$ cat src/rtl/p405s_dvc_pkg.sv
// Shared encodings for the load/store data-value-compare unit.
// Holds the match modes, the per-comparator arm state and the mode reduction.
package p405s_dvc_pkg;

    typedef enum logic [1:0] {
        MODE_OFF    = 2'b00,
        MODE_EQ_ANY = 2'b01,
        MODE_EQ_ALL = 2'b10,
        MODE_NE_ANY = 2'b11
    } dvc_mode_e;

    typedef enum logic [1:0] {
        DISARMED = 2'b00,
        ARMED    = 2'b01,
        FIRED    = 2'b10
    } dvc_state_e;

    // Reduce per-lane results to a single hit according to the match mode
    function automatic logic dvc_mode_hit(
        input dvc_mode_e mode,
        input logic      any_eq,
        input logic      all_en_eq,
        input logic      any_en,
        input logic      any_ne
    );
        logic hit;
        hit = 1'b0;
        case (mode)
            MODE_EQ_ANY: hit = any_eq;
            MODE_EQ_ALL: hit = any_en & all_en_eq;
            MODE_NE_ANY: hit = any_ne;
            default:     hit = 1'b0;
        endcase
        return hit;
    endfunction

endpackage

$ cat src/rtl/p405s_dvc_chan.sv
// One data-value comparator: config registers, lane compare, sticky status,
// saturating hit counter and the arm/threshold state machine (stage2).
module p405s_dvc_chan
    import p405s_dvc_pkg::*;
#(
    parameter int unsigned DATA_W = 32,
    parameter int unsigned CNT_W  = 8
) (
    input  logic                clk,
    input  logic                rst_n,
    input  logic                cfg_wr,
    input  logic [DATA_W-1:0]   cfg_value,
    input  logic [1:0]          cfg_mode,
    input  logic [CNT_W-1:0]    cfg_thresh,
    input  logic                arm,
    input  logic                clr_sticky,
    input  logic                s1_valid,
    input  logic [DATA_W-1:0]   s1_data,
    input  logic [DATA_W/8-1:0] s1_be,
    output logic [DATA_W/8-1:0] byte_cmp,
    output logic                hit,
    output logic                sticky,
    output logic                evt,
    output logic [CNT_W-1:0]    count
);

    localparam int unsigned BYTES = DATA_W / 8;

    logic [DATA_W-1:0] value_q,  value_d;
    dvc_mode_e         mode_q,   mode_d;
    logic [CNT_W-1:0]  thresh_q, thresh_d;
    dvc_state_e        state_q,  state_d;
    logic [CNT_W-1:0]  count_q,  count_d;
    logic [BYTES-1:0]  cmp_q,    cmp_d;
    logic              hit_q,    hit_d;
    logic              sticky_q, sticky_d;
    logic              evt_q,    evt_d;

    logic [BYTES-1:0]  lane_eq_c;
    logic              hit_c;
    logic [CNT_W-1:0]  thr_eff_c;
    logic [CNT_W-1:0]  count_inc_c;

    // Lane compare against the stored value, qualified by the match mode
    always_comb begin
        lane_eq_c = '0;
        for (int unsigned k = 0; k < BYTES; k++) begin
            lane_eq_c[k] = s1_be[k] & (s1_data[8*k +: 8] == value_q[8*k +: 8]);
        end
        hit_c = s1_valid & dvc_mode_hit(mode_q, |lane_eq_c, lane_eq_c == s1_be,
                                        |s1_be, |(s1_be & ~lane_eq_c));
    end

    always_comb begin
        value_d  = value_q;
        mode_d   = mode_q;
        thresh_d = thresh_q;
        cmp_d    = s1_valid ? lane_eq_c : '0;
        hit_d    = hit_c;
        sticky_d = hit_c | (sticky_q & ~clr_sticky);
        if (cfg_wr) begin
            value_d  = cfg_value;
            mode_d   = dvc_mode_e'(cfg_mode);
            thresh_d = cfg_thresh;
        end
    end

    // Arm/threshold FSM; a config write disarms and wins over a same-cycle arm
    always_comb begin
        state_d     = state_q;
        count_d     = count_q;
        evt_d       = 1'b0;
        thr_eff_c   = (thresh_q == '0) ? CNT_W'(1) : thresh_q;
        count_inc_c = (count_q == '1) ? count_q : count_q + CNT_W'(1);
        if (cfg_wr) begin
            if (state_q == ARMED) begin
                count_d = '0;
            end
            state_d = DISARMED;
        end else if (arm) begin
            state_d = ARMED;
            count_d = '0;
        end else begin
            case (state_q)
                ARMED: begin
                    if (hit_c) begin
                        count_d = count_inc_c;
                        if (count_inc_c >= thr_eff_c) begin
                            state_d = FIRED;
                            evt_d   = 1'b1;
                        end
                    end
                end
                FIRED:   state_d = DISARMED;
                default: state_d = state_q;
            endcase
        end
    end

    always_ff @(posedge clk) begin
        if (!rst_n) begin
            value_q  <= '0;
            mode_q   <= MODE_OFF;
            thresh_q <= CNT_W'(1);
            state_q  <= DISARMED;
            count_q  <= '0;
            cmp_q    <= '0;
            hit_q    <= 1'b0;
            sticky_q <= 1'b0;
            evt_q    <= 1'b0;
        end else begin
            value_q  <= value_d;
            mode_q   <= mode_d;
            thresh_q <= thresh_d;
            state_q  <= state_d;
            count_q  <= count_d;
            cmp_q    <= cmp_d;
            hit_q    <= hit_d;
            sticky_q <= sticky_d;
            evt_q    <= evt_d;
        end
    end

    assign byte_cmp = cmp_q;
    assign hit      = hit_q;
    assign sticky   = sticky_q;
    assign evt      = evt_q;
    assign count    = count_q;

endmodule

$ cat src/rtl/p405s_ld_st_dvc_unit.sv
// Data-value-compare debug unit on the LSU load/store data path.
// Registers the incoming beat (stage1) and fans it out to NUM_DVC comparators.
module p405s_ld_st_dvc_unit
    import p405s_dvc_pkg::*;
#(
    parameter int unsigned NUM_DVC = 2,
    parameter int unsigned DATA_W  = 32,
    parameter int unsigned CNT_W   = 8,
    localparam int unsigned BYTES  = DATA_W / 8,
    localparam int unsigned SEL_W  = (NUM_DVC > 1) ? $clog2(NUM_DVC) : 1
) (
    input  logic                     CB,
    input  logic                     resetCore_N,
    input  logic                     cfgWrEn,
    input  logic [SEL_W-1:0]         cfgSel,
    input  logic [DATA_W-1:0]        cfgValue,
    input  logic [1:0]               cfgMode,
    input  logic [CNT_W-1:0]         cfgThresh,
    input  logic [NUM_DVC-1:0]       armEn,
    input  logic [NUM_DVC-1:0]       clrSticky,
    input  logic                     dataValid,
    input  logic [DATA_W-1:0]        dataIn,
    input  logic [BYTES-1:0]         byteEn,
    output logic [NUM_DVC*BYTES-1:0] dvcByteCmp,
    output logic [NUM_DVC-1:0]       dvcHit,
    output logic [NUM_DVC-1:0]       dvcSticky,
    output logic [NUM_DVC-1:0]       dvcEvent,
    output logic [NUM_DVC*CNT_W-1:0] dvcCount
);

    logic              s1_valid_q, s1_valid_d;
    logic [DATA_W-1:0] s1_data_q,  s1_data_d;
    logic [BYTES-1:0]  s1_be_q,    s1_be_d;

    always_comb begin
        s1_valid_d = dataValid;
        s1_data_d  = dataIn;
        s1_be_d    = byteEn;
    end

    always_ff @(posedge CB) begin
        if (!resetCore_N) begin
            s1_valid_q <= 1'b0;
            s1_data_q  <= '0;
            s1_be_q    <= '0;
        end else begin
            s1_valid_q <= s1_valid_d;
            s1_data_q  <= s1_data_d;
            s1_be_q    <= s1_be_d;
        end
    end

    // Out-of-range selects match no comparator, so such writes are dropped
    for (genvar i = 0; i < NUM_DVC; i++) begin : g_chan
        logic wr_c;
        assign wr_c = cfgWrEn & (cfgSel == SEL_W'(i));

        p405s_dvc_chan #(
            .DATA_W (DATA_W),
            .CNT_W  (CNT_W)
        ) u_chan (
            .clk        (CB),
            .rst_n      (resetCore_N),
            .cfg_wr     (wr_c),
            .cfg_value  (cfgValue),
            .cfg_mode   (cfgMode),
            .cfg_thresh (cfgThresh),
            .arm        (armEn[i]),
            .clr_sticky (clrSticky[i]),
            .s1_valid   (s1_valid_q),
            .s1_data    (s1_data_q),
            .s1_be      (s1_be_q),
            .byte_cmp   (dvcByteCmp[i*BYTES +: BYTES]),
            .hit        (dvcHit[i]),
            .sticky     (dvcSticky[i]),
            .evt        (dvcEvent[i]),
            .count      (dvcCount[i*CNT_W +: CNT_W])
        );
    end

endmodule

$ cat config.mk
export PLATFORM = sky130hd
export DESIGN_NAME = p405s_ld_st_dvc_unit
export DESIGN_NICKNAME = d
export VERILOG_FILES = /design/src/rtl/p405s_dvc_pkg.sv /design/src/rtl/p405s_dvc_chan.sv /design/src/rtl/p405s_ld_st_dvc_unit.sv
export SDC_FILE = /design/constraint.sdc
export NUM_CORES = 1
export LEC_CHECK = 0
export ABC_AREA = 1
export CAP_MARGIN = 20
export CORE_MARGIN = 3
export CORE_UTILIZATION = 45
export CTS_BUF_LIST = sky130_fd_sc_hd__clkbuf_8
export DETAILED_ROUTE_END_ITERATION = 8
export PLACE_DENSITY = 0.78
export SYNTH_ARGS = -nofsm -noshare
export SYNTH_HDL_FRONTEND = slang
export SYNTH_SLANG_ARGS = --single-unit
$ cat constraint.sdc
create_clock -name CB -period 3 [get_ports CB]
set_input_delay 0.3 -clock CB [delete_from_list [all_inputs] [get_ports CB]]
set_output_delay 0.3 -clock CB [all_outputs]
set_load 0.02 [all_outputs]
==> impl_metrics.csv <==
group,metric,value,unit
setup_path,critical_path.cell_chain,"ha_1 > nand2_1 > nor3_1 > nand3_2 > mux2_2 > ha_1 > a21oi_1 > o21ai_0 > nand2_1 > o2111ai_1 > nand4_1 > nand2_1 > a21oi_1",
drt,vias_per_cell,4.732,
global_routing,global_route_wire_length_before_repair,26370,um
setup_path,timing_worst_setup_path_type,"reg2reg",
drt,antenna_left,0,
setup_path,path_common_cell,"nand2_1",
global_routing,grt_start_max_net_pins,61,
global_routing,grt_antenna_before_repair,0,
power_and_ir_drop,power.density,542.2,nW/um2
yosys,muxShareOfSynthArea,0.001595,
drt,met2_wirelength,7651,um
clocking,cts_tree,"built",
timing,period_share,0.9167,
clocking,clk_latency,0.45,ns
outcome,outcome,"completed",
final_layout,syn_to_final_growth,24.82,%
job,max_cap_viol_count,0,
timing,fmax,363.6,MHz
drt,routed_wl,15810,um
power_and_ir_drop,seq_power_share,0.476,
yosys,post-synth-top-area-cell,"dfxtp_1",
power_and_ir_drop,p_int,3.473,mW
floorplan,core_area,15260,um2
yosys,yosys-top-cells-area,"dfxtp_1 (44%), nand2_1 (12%), nor2_1 (8.3%)",
timing,setup_viol_count_final,0,
timing,finalSetupTns,0,ns
drt,drc,0,
final_layout,utilization,0.5774,
drt,route.met3.wl,805,um
power_and_ir_drop,power.ir.vdd_worst,314.9,uV
drt,first_iter_violations,359,
yosys,yosysSeqAreaShare,0.4396,
hold_path,min-delay-path-class,"in2reg",
floorplan,die_h,131.2,um
timing,worst_pin_slew,0.7295,ns
yosys,synthArstFlopShare,0,
global_routing,all_layer_gr_usage,0.1850,
yosys,synth-seq-cells,155,
setup_path,end_kind,"register",
floorplan,die_area,17220,um2
hold_path,holdPathStages,3,
setup_path,worst_ep_arrival_time,3.14,ns
power_and_ir_drop,power.leakage,3.996,nW
setup_path,worst-r2r-setup-slack,0.25,ns
drt,dr_total_vias,6171,
timing,slew-limit-headroom,0.5085,
clocking,tritoncts_num_sinks,155,
clocking,postCtsSetupRepairBufs,0,
timing,finClkSkew,0.01298,ns
floorplan,floorplan.die.width,131.2,um
final_layout,n_antenna_cell,0,
power_and_ir_drop,post-layout-total-power,4.777,mW
yosys,synth-simple-area-share,0.2539,
yosys,yosys.area.top_type_share,0.4396,
final_layout,multi_input_comb_area,3354,um2
yosys,avg_cell_area_syn,7.232,um2
timing,grt_setup_unrepaired,"false",
final_layout,fin_nets,1185,
setup_path,crit_required,3.39,ns
yosys,count_of_flip_flops_with_a_built_in_enable_after_synthesis,0,
setup_path,critical-path-slowest-cell,"dfxtp_1",
final_layout,layout-drive-gt1-share,0.06404,
hold_path,min_to,"s1_valid_q",
setup_path,rr_endpoint,"g_chan[1].u_chan.state_q[0]",
setup_path,critPathMaxStageDelay,0.41,ns
setup_path,r2r_start,"g_chan[1].u_chan.count[0]",
clocking,postCtsHoldBufs,0,
yosys,synthMostInstantiatedCell,"nand2_1",
clocking,cts_resized,0,
floorplan,std_cell_rows,45,
clocking,cts-root-to-sink-buffers,2,
setup_path,cp_max_fo,9,
placement,gp_congestion,0.8534,
power_and_ir_drop,sw_frac_of_total,0.2729,
yosys,post_synth_fa_ha_maj_area_fraction,0.03191,
clocking,clkSlewWorstSetupHoldPaths,0.08,ns
yosys,synth.net_count,1081,
floorplan,initial_utilization,0.4626,
yosys,syn-instance-count,976,
yosys,yosysUniqueCellTypes,34,
yosys,postSynth.topFlopCell,"dfxtp_1",
timing,timing_max_transition_violations_final,0,
drt,wire_per_inst,12.13,um
timing,fin_crit,2.750,ns
drt,wirelength_met1,7088,um
power_and_ir_drop,reported_net_switching_power,1.304,mW
drt,routed.top_layer,"met4",
power_and_ir_drop,comb_power_share,0.163,
setup_path,ff2ff_path_depth,13,
setup_path,timing.critical_path.from_type,"register",
power_and_ir_drop,part_of_the_total_power_dissipated_in_the_clock_network,0.361,
yosys,synth_compound_area_frac,0.1177,
final_layout,regArea,3103,um2
global_routing,via_count_of_the_first_global_routing_pass,5749,
clocking,clock_tree.htree_level_count,4,
final_layout,nFillCells,1412,
global_routing,global_route_total_overflow,0,
yosys,synth_top_cells_by_count,"nand2_1 (219), nor2_1 (156), dfxtp_1 (155), inv_1 (105), o21ai_0 (87)",
timing,finalHoldViolCount,0,
yosys,ys_warn_count,0,
yosys,synth_top_family_by_area,"simple AND/OR/NAND/NOR gates",
yosys,xor_xnor_share_of_the_synthesized_area,0.06949,
yosys,synthesis.area,7058,um2
placement,count_of_input_and_output_buffers,116,
hold_path,holdCritStartpoint,"resetCore_N",
placement,detailed_placement_wirelength_estimate,11740,um
clocking,tritoncts.num_buffers,17,
drt,drt_pass1_iterations,4,
floorplan,ioPinCount,117,
clocking,root_buffer,"clkbuf_8",
## layer usage
layer / global-route usage / vias up
met1: 0.2286 / 2733
met4: 0.06651 / 0
li1: - / 3258
met2: 0.3165 / 154
met3: 0.04288 / 26
met5: 0 / -
## flip-flops by register name (all words and copies together) (netlist names), 2 cells and up
register	count
g_chan.u_chan.value_q	64
s1_data_q	32
g_chan.u_chan.count	16
g_chan.u_chan.thresh_q	16
g_chan.u_chan.byte_cmp	8
g_chan.u_chan.mode_q	4
g_chan.u_chan.state_q	4
s1_be_q	4
g_chan.u_chan.evt	2
g_chan.u_chan.hit	2
g_chan.u_chan.sticky	2
## critical path, delay by kind of cell, from the launching register on
kind            cells  cell delay, ns
simple gates        6            0.93
fa+ha+maj           2            0.53
compound gates      4            0.46
mux                 1            0.36
flops               1            0.41
## cell type report
type	instances	area share
Clock inverter	14	0.02201
Tap cell	211	0.02997
Sequential cell	155	0.3522
Multi-Input combinational cell	670	0.3808
Inverter	110	0.04687
Timing Repair Buffer	126	0.1400
Clock buffer	18	0.02812
## metrics by stage
stage | cell area [um2] | hold slack [ns] | setup slack [ns] | cells
2_1_floorplan | 7058 | 0.3976 | 0.3809 | 976
3_3_place_gp | 8368 | 0.4455 | 0.3769 | 1272
3_5_place_dp | 8368 | 0.4475 | 0.2878 | 1272
4_1_cts | 8810 | 0.2107 | 0.2562 | 1304
5_1_grt | 8810 | 0.2556 | 0.04074 | 1304
6_report | 8810 | 0.2475 | 0.2500 | 1304
## layout by cell type, fill, tap and decap left out, types with 5 or more instances in the layout
| cell type | count |
|---|---|
| nor3_1 | 5 |
| xnor2_1 | 48 |
| a21oi_1 | 60 |
| nand3_1 | 30 |
| ha_1 | 18 |
| buf_4 | 11 |
| o21ai_0 | 87 |
| dfxtp_1 | 155 |
| nand2_1 | 218 |
| inv_1 | 105 |
| nor2_1 | 155 |
| xor2_1 | 8 |
| clkbuf_8 | 18 |
| clkdlybuf4s50_1 | 115 |
| nor2_2 | 9 |
## power groups by stage
stage / Sequential (mW) / Combinational [mW] / Clock (mW)
after global placement: 2.32 / 0.766 / 0
after CTS: 2.27 / 0.785 / 1.75
after floorplan: 2.33 / 0.488 / 0
after global routing: 2.29 / 0.892 / 1.84
after detailed placement: 2.32 / 0.781 / 0
final: 2.27 / 0.780 / 1.72
## worst max path at each step
| stage | end | slack [ns] | startpoint |
|---|---|---|---|
| after floorplan | g_chan[1].u_chan.state_q[0] | 0.38 | g_chan[1].u_chan.count[0] |
| after global placement | g_chan[1].u_chan.state_q[0] | 0.38 | g_chan[1].u_chan.count[0] |
| after detailed placement | g_chan[1].u_chan.state_q[0] | 0.29 | g_chan[1].u_chan.count[0] |
| after CTS | g_chan[1].u_chan.state_q[0] | 0.26 | g_chan[1].u_chan.count[0] |
| after global routing | g_chan[1].u_chan.state_q[0] | 0.04 | g_chan[1].u_chan.count[0] |
| final | g_chan[1].u_chan.state_q[0] | 0.25 | g_chan[1].u_chan.count[0] |
## logic make-up after synthesis
family | after synthesis
DFF | 155
and+or+nand+nor | 436
muxes | 1
xor gates and xnor gates | 56
adders and majority gates | 18
buffers and inverters | 151
AOI/OAI and AO/OA | 159
Power figures use the tool's default switching activity.
